$ cat src/rtl/opamp_meas_pkg.sv
// Shared types and helpers for the op-amp gain capture path: FSM states,
// default sample width and the accumulator width rule.
package opamp_meas_pkg;

  typedef enum logic [1:0] {
    IDLE   = 2'd0,
    SETTLE = 2'd1,
    ACCUM  = 2'd2,
    HOLD   = 2'd3
  } state_t;

  localparam int DATA_W_DEFAULT = 12;

  // Sum of 2^log2_n samples of data_w bits needs log2_n guard bits.
  function automatic int acc_width(input int data_w, input int log2_n);
    return data_w + log2_n;
  endfunction

endpackage

$ cat src/rtl/opamp_minmax_track.sv
// Running min/max of a signed stream; upd_min/upd_max already include the
// sample presented with en, so a caller can register the final extremes.
module opamp_minmax_track #(
  parameter int W = 12
) (
  input  logic                clk,
  input  logic                rst_n,
  input  logic                clr,
  input  logic                en,
  input  logic signed [W-1:0] din,
  output logic signed [W-1:0] upd_min,
  output logic signed [W-1:0] upd_max
);

  logic                seen;
  logic signed [W-1:0] min_q;
  logic signed [W-1:0] max_q;

  // The first sample after clear seeds both extremes.
  always_comb begin
    upd_min = din;
    upd_max = din;
    if (seen) begin
      upd_min = (din < min_q) ? din : min_q;
      upd_max = (din > max_q) ? din : max_q;
    end
  end

  always_ff @(posedge clk or negedge rst_n) begin
    if (!rst_n) begin
      seen  <= 1'b0;
      min_q <= '0;
      max_q <= '0;
    end else if (clr) begin
      seen  <= 1'b0;
      min_q <= '0;
      max_q <= '0;
    end else if (en) begin
      seen  <= 1'b1;
      min_q <= upd_min;
      max_q <= upd_max;
    end
  end

endmodule

$ cat src/rtl/opamp_gain_sampler.sv
// Settle-then-average capture of the op-amp output ADC stream.
// Optional min/max/peak-to-peak outputs with OPAMP_GAIN_SAMPLER_MINMAX_EN.
module opamp_gain_sampler
  import opamp_meas_pkg::*;
#(
  parameter int DATA_W   = DATA_W_DEFAULT,
  parameter int LOG2_N   = 4,
  parameter int SETTLE_N = 8
) (
  input  logic                     clk,
  input  logic                     rst_n,
  input  logic                     start,
  input  logic                     abort,
  input  logic                     in_valid,
  output logic                     in_ready,
  input  logic signed [DATA_W-1:0] in_data,
  output logic                     res_valid,
  input  logic                     res_ready,
  output logic signed [DATA_W-1:0] res_mean,
  output logic                     busy
`ifdef OPAMP_GAIN_SAMPLER_MINMAX_EN
  ,
  output logic signed [DATA_W-1:0] res_min,
  output logic signed [DATA_W-1:0] res_max,
  output logic        [DATA_W:0]   res_pp
`endif
);

  localparam int ACC_W = acc_width(DATA_W, LOG2_N);
  localparam int N     = 1 << LOG2_N;
  localparam logic [7:0]        SETTLE_LAST = 8'((SETTLE_N > 0) ? SETTLE_N - 1 : 0);
  localparam logic [LOG2_N-1:0] ACC_LAST    = LOG2_N'(N - 1);

  state_t state, state_next;

  logic [7:0]              settle_cnt;
  logic [LOG2_N-1:0]       acc_cnt;
  logic signed [ACC_W-1:0] acc;
  logic signed [ACC_W-1:0] in_ext;
  logic signed [ACC_W-1:0] acc_sum;
  logic signed [ACC_W-1:0] acc_shift;
  logic                    xfer;
  logic                    settle_done;
  logic                    acc_done;
  logic                    final_xfer;
  logic                    launch;

  assign xfer        = in_valid && in_ready;
  assign settle_done = (settle_cnt == SETTLE_LAST);
  assign acc_done    = (acc_cnt == ACC_LAST);
  assign final_xfer  = !abort && (state == ACCUM) && xfer && acc_done;
  assign launch      = !abort && (state == IDLE) && start;

  assign in_ext    = {{LOG2_N{in_data[DATA_W-1]}}, in_data};
  assign acc_sum   = acc + in_ext;
  assign acc_shift = acc_sum >>> LOG2_N;

  always_ff @(posedge clk or negedge rst_n) begin
    if (!rst_n) state <= IDLE;
    else        state <= state_next;
  end

  // Abort overrides every other event, including the HOLD handshake.
  always_comb begin
    state_next = state;
    if (abort) begin
      state_next = IDLE;
    end else begin
      case (state)
        IDLE:    if (start) state_next = (SETTLE_N == 0) ? ACCUM : SETTLE;
        SETTLE:  if (xfer && settle_done) state_next = ACCUM;
        ACCUM:   if (xfer && acc_done) state_next = HOLD;
        HOLD:    if (res_ready) state_next = IDLE;
        default: state_next = IDLE;
      endcase
    end
  end

  always_comb begin
    in_ready  = (state == SETTLE) || (state == ACCUM);
    res_valid = (state == HOLD);
    busy      = (state != IDLE);
  end

  always_ff @(posedge clk or negedge rst_n) begin
    if (!rst_n) begin
      settle_cnt <= '0;
      acc_cnt    <= '0;
      acc        <= '0;
      res_mean   <= '0;
    end else if (abort || launch) begin
      settle_cnt <= '0;
      acc_cnt    <= '0;
      acc        <= '0;
    end else begin
      if (state == SETTLE && xfer) settle_cnt <= settle_cnt + 8'd1;
      if (state == ACCUM && xfer) begin
        acc     <= acc_sum;
        acc_cnt <= acc_cnt + 1'b1;
      end
      // Mean includes the final sample, so it is taken from the running sum.
      if (final_xfer) res_mean <= acc_shift[DATA_W-1:0];
    end
  end

`ifdef OPAMP_GAIN_SAMPLER_MINMAX_EN
  logic signed [DATA_W-1:0] upd_min;
  logic signed [DATA_W-1:0] upd_max;

  opamp_minmax_track #(.W(DATA_W)) u_minmax (
    .clk     (clk),
    .rst_n   (rst_n),
    .clr     (abort || launch),
    .en      (!abort && (state == ACCUM) && xfer),
    .din     (in_data),
    .upd_min (upd_min),
    .upd_max (upd_max)
  );

  always_ff @(posedge clk or negedge rst_n) begin
    if (!rst_n) begin
      res_min <= '0;
      res_max <= '0;
      res_pp  <= '0;
    end else if (final_xfer) begin
      res_min <= upd_min;
      res_max <= upd_max;
      res_pp  <= {upd_max[DATA_W-1], upd_max} - {upd_min[DATA_W-1], upd_min};
    end
  end
`endif

endmodule

$ cat config.mk
export PLATFORM = sky130hd
export DESIGN_NAME = opamp_gain_sampler
export DESIGN_NICKNAME = d
export VERILOG_FILES = /design/src/rtl/opamp_meas_pkg.sv /design/src/rtl/opamp_minmax_track.sv /design/src/rtl/opamp_gain_sampler.sv
export SDC_FILE = /design/constraint.sdc
export NUM_CORES = 1
export LEC_CHECK = 0
export ABC_CLOCK_PERIOD_IN_PS = 3350
export CAP_MARGIN = 20
export CORE_ASPECT_RATIO = 0.9
export CORE_MARGIN = 2
export CORE_UTILIZATION = 50
export CTS_CLUSTER_SIZE = 14
export DETAILED_ROUTE_END_ITERATION = 10
export PLACE_DENSITY_LB_ADDON = 0.05
export SLEW_MARGIN = 0
export SYNTH_ARGS = -nofsm -noshare
export SYNTH_HDL_FRONTEND = slang
export SYNTH_SLANG_ARGS = --single-unit
$ cat constraint.sdc
create_clock -name clk -period 3.35 [get_ports clk]
set_clock_uncertainty 0.2 [all_clocks]
set_input_delay 0.67 -clock clk [delete_from_list [all_inputs] [get_ports clk]]
set_output_delay 0.67 -clock clk [all_outputs]
set_load 0.02 [all_outputs]
# Word-level counts from Yosys, hierarchy flattened
# Index checks and enable logic that the tools add are counted.
# W data, S select, Z words.
totals:
  input_bits: 18
  register_bits: 42
  out_inout_bits: 15
  latch_bits: 0
  rom_bits: 0
  n_memories: 0
  ram_bits: 0
op_classes:
  mux: 12
  div_mod_pow: 0
  reduce_logical: 19
  magnitude_cmp: 0
  multipliers: 0
  n_addsub: 3
  eq_ne: 9
  shift: 0
  n_bitwise: 1
op_table:
  columns: ["cell", "count"]
  rows:
  - ["$mux W16", 2]
  - ["$add A16 B12 Y16", 1]
  - ["$mux W8", 2]
  - ["$logic_and A1 B1 Y1", 10]
  - ["$mux W2", 5]
  - ["$ne A3 B3 Y1 const B", 3]
  - ["$add A8 B1 Y8 const B", 1]
  - ["$eq A8 B3 Y1 const B", 1]
  - ["$mux W4", 2]
  - ["$pmux W2 S4", 1]
  - ["$reduce_bool A2 Y1", 3]
  - ["$add A4 B1 Y4 const B", 1]
  - ["$eq A2 B2 Y1 const B", 2]
  - ["$eq A4 B4 Y1 const B", 1]
  - ["$reduce_and A4 Y1", 1]
  - ["$ne A3 B2 Y1 const B", 1]
  - ["$eq A2 B1 Y1 const B", 1]
  - ["$logic_not A2 Y1", 1]
  - ["$logic_or A1 B1 Y1", 2]
  - ["$reduce_and A2 Y1", 1]
  - ["$logic_not A1 Y1", 1]
  - ["$not A1 Y1", 1]

# Longest topological paths before layout
logic_depth:
  depth_word: 7
  depth_mapped: 9

# Worst setup path before layout
# OpenSTA, ideal clock, no wires.
synth_timing:
  path_type: "input to register"
  startpoint: "input in_data[0]"
  endpoint: "register acc[12]"
  arrival_ns: 2.473
  path_stages: 9
  n_path_buf: 0
  path_slack_ns: 0.608
  setup_time_ns: 0.069
  required_ns: 3.081
  path_cell_list: "ha_1 -> inv_1 -> fa_1 -> nor2b_1 -> o211ai_1 -> a31oi_1 -> o221ai_1 -> or4_1 -> nand3_1"
synth_between:
  elab_chain_len: 3
synth_lines:
  columns: ["element", "line_no", "source"]
  rows:
  - ["start, declared", "opamp_gain_sampler.sv:16", "input logic signed [DATA_W-1:0] in_data,"]
  - ["$add A16 B12 Y16", "opamp_gain_sampler.sv:55", "assign acc_sum = acc + in_ext;"]
  - ["$mux W16", "opamp_gain_sampler.sv:97", "if (state == ACCUM && xfer) begin"]
  - ["$mux W16", "opamp_gain_sampler.sv:91", "end else if (abort || launch) begin"]
  - ["end signal, assigned", "opamp_gain_sampler.sv:98", "acc <= acc_sum;"]
  - ["end, declared", "opamp_gain_sampler.sv:38", "logic signed [ACC_W-1:0] acc;"]
# No other way between the ends. The select of a mux whose other input is x is not followed.
# A chain may end at the register's enable or synchronous reset.

# Worst setup path in the final report
layout_timing:
  startpoint: "input in_data[1]"
  endpoint: "register acc[15]"
# The elaborated chain is that of the path after synthesis.

==> flow_summary_export.csv <==
group,metric,value,unit
routing,drc_errors,0,
sta,drv_slew,0,
floorplanning,initial_core_util,0.513,
clock_network,cts_tree,"done",
cells_and_area,fin_util,0.615,
routing,wire_per_inst,14.7,um
sta,tns,0,ns
sta,hold_viol_final,0,
synth,synthesis.area,2670,um^2
synth,synthCells,292,
setup_path,path_max_fanout,3,
sta,rsz0062_at_grt,"false",
sta,clock.fmax,335,MHz
routing,drtIter0Drc,112,
grt,grt_max_degree,43,
min_path,min_path_type,"reg2reg",
placement,hpwl,4.33,mm
floorplanning,num_rows,25,
setup_path,required,3.36,ns
routing,via_count,2241,
synth,syn_area_per_cell,9.13,um^2
floorplanning,core,5190,um^2
clock_network,cts_root_buf,"clkbuf_8",
routing,drt-vias-per-instance,5.60,
floorplanning,die_area,5930,um^2
routing,antenna_left,0,
synth,synth_flop_cell,"dfrtp_1",
grt,grt-ovfl-total,0,
sta,slew_headroom,0.381,
cells_and_area,layout_common_cells,"dfrtp_1, nand2_1, clkdlybuf4s50_1",
pwr,power.density,405,nW/um^2
synth,synth_cell_types,50,
clock_network,numCtsBuffers,5,
clock_network,cts_buffer_depth,2,
synth,syn_nets,332,
clock_network,numClockSinks,42,
setup_path,slowest_stage,"or4_1",
flow_run,maxCapViolCount,0,
sta,worst_pin_slew,0.929,ns
pwr,peakVddDrop,0.247,mV
grt,grtUsageTotal,0.215,
grt,antenna_found_initial,0,
grt,grt_pass1_wl,9.78,mm
floorplanning,die_h,73.3,um
clock_network,post-cts-setup-buffers,0,
cells_and_area,n_antenna_cell,0,
synth,synth_seq_cells,42,
setup_path,crit_path_end_kind,"flip-flop",
status,status,"finished, final reports clean",
pwr,leakagePower,1.43,nW
cells_and_area,layout.cells.most_common,"dfrtp_1",
sta,period_needed,2.99,ns
clock_network,insertion_delay,0.29,ns
setup_path,cp_common_cell,"a21oi_1",
routing,wirelength,5.87,mm
setup_path,worstPathArrival,3.00,ns
clock_network,cts_resized,0,
setup_path,cp_slowest_stage_delay,0.46,ns
setup_path,crit_chain,"clkdlybuf4s50_1, ha_1, a211oi_1, o21a_2, a21oi_1, o31a_1, or4_1, a21oi_1",
clock_network,postCtsHoldBufs,0,
pwr,finalPower,1.29,mW
routing,drtPass1Iterations,4,
sta,period_share,0.892,
placement,portBuffers,32,
setup_path,worstSetupStartpointType,"input port",
sta,setup_viol,0,
clock_network,htreeDepth,2,
cells_and_area,area_growth,19.8,%
floorplanning,io-pin-count,33,
synth,yosysWarnings,0,
synth,synth_edf_count,0,
placement,gp_congestion,0.869,
synth,ys_seq_area_frac,0.394,
cells_and_area,drive_above_1_share,0.0901,
setup_path,worstSetupPathType,"in2reg",
cells_and_area,layout.nets,373,
grt,grt_pass1_vias,2138,
floorplanning,die_w,81.0,um
synth,ys_async_sr_fraction,1.00,
clock_network,clk_pin_slew,0.07,ns
-- cell usage after synthesis, types with 2 or more instances --
| cell | instances | area [um^2] |
|---|---|---|
| or4_1 | 4 | 30.0 |
| nor2_1 | 24 | 90.1 |
| ha_1 | 21 | 263 |
| nor2b_1 | 2 | 12.5 |
| xor2_1 | 12 | 105 |
| mux2i_1 | 3 | 30.0 |
| a31oi_1 | 5 | 31.3 |
| nand3_1 | 17 | 85.1 |
| o211ai_1 | 4 | 30.0 |
| nand2b_1 | 3 | 18.8 |
| mux2_2 | 3 | 33.8 |
| xnor2_1 | 10 | 87.6 |
| dfrtp_1 | 42 | 1050 |
| buf_2 | 2 | 10.0 |
| o21ai_0 | 18 | 90.1 |
| a21o_1 | 3 | 22.5 |
| o31a_1 | 2 | 17.5 |
| and2_1 | 2 | 12.5 |
| o21a_1 | 2 | 15.0 |
| clkbuf_1 | 9 | 33.8 |
| inv_1 | 10 | 37.5 |
| nand4_1 | 7 | 43.8 |
| a21oi_1 | 17 | 85.1 |
| nor3_1 | 5 | 25.0 |
| a211oi_1 | 2 | 15.0 |
| nand2_1 | 37 | 139 |
| nor4_1 | 3 | 18.8 |
-- metal layers --
metal	vias to the layer above	global-route usage	wire [um]
met4	0	0.0697	75
met5	-	0	0
met2	40	0.354	2790
met1	1065	0.288	2780
li1	1128	-	-
met3	8	0.0418	221
-- metrics by stage --
stage | instances | worst slack (ns) | instance area (um^2) | hold WS [ns]
global route | 400 | 0.243 | 3200 | 0.338
finish | 400 | 0.361 | 3200 | 0.285
floorplan | 292 | 0.608 | 2670 | 0.174
detailed placement | 393 | 0.0803 | 3120 | 0.272
CTS | 400 | 0.377 | 3200 | 0.288
global placement | 393 | 0.123 | 3120 | 0.263
-- registers in the layout, indices dropped and copies added (netlist names) --
name	cells
acc	16
settle_cnt	8
state	2
res_mean	12
acc_cnt	4
-- critical path: cells and delay by family --
family	cells	cell delay (ns)
fa+ha+maj	1	0.32
buf+inv	1	0.42
compound gates	5	1.12
simple gates	1	0.46
-- report_power, final --
part | switching [mW] | internal, mW
sequential | 0.0196 | 0.530
clock | 0.163 | 0.144
combinational | 0.260 | 0.178
total | 0.442 | 0.852
-- path summary, 6_finish.rpt --
check | from | end | slack (ns) | depth (start not counted)
worst min-delay path | res_mean[2] | res_mean[2] | 0.28 | 2
worst max register to register | state[0] | state[1] | 0.73 | 8
min in group asynchronous | rst_n | acc[8] | 0.31 | 1
max in group asynchronous | rst_n | acc[5] | 2.05 | 1
worst max-delay path | in_data[1] | acc[15] | 0.36 | 8
worst min register to register | res_mean[2] | res_mean[2] | 0.28 | 2
-- final cells by class --
| type | instances | area [um^2] |
|---|---|---|
| Multi-Input combinational cell | 227 | 1520 |
| Fill cell | 496 | 2000 |
| Clock buffer | 7 | 76.3 |
| Timing Repair Buffer | 47 | 428 |
| Sequential cell | 42 | 1050 |
| Tap cell | 67 | 83.8 |
| Inverter | 10 | 37.5 |
-- cell families after synthesis --
kind of cell	share of synthesized area
AOI/OAI and AO/OA	0.168
xor gates and xnor gates	0.0807
adders and majority gates	0.106
buffers and inverters	0.0361
DFF	0.394
muxes	0.0239
and+or+nand+nor	0.191
Power figures use the tool's default switching activity.
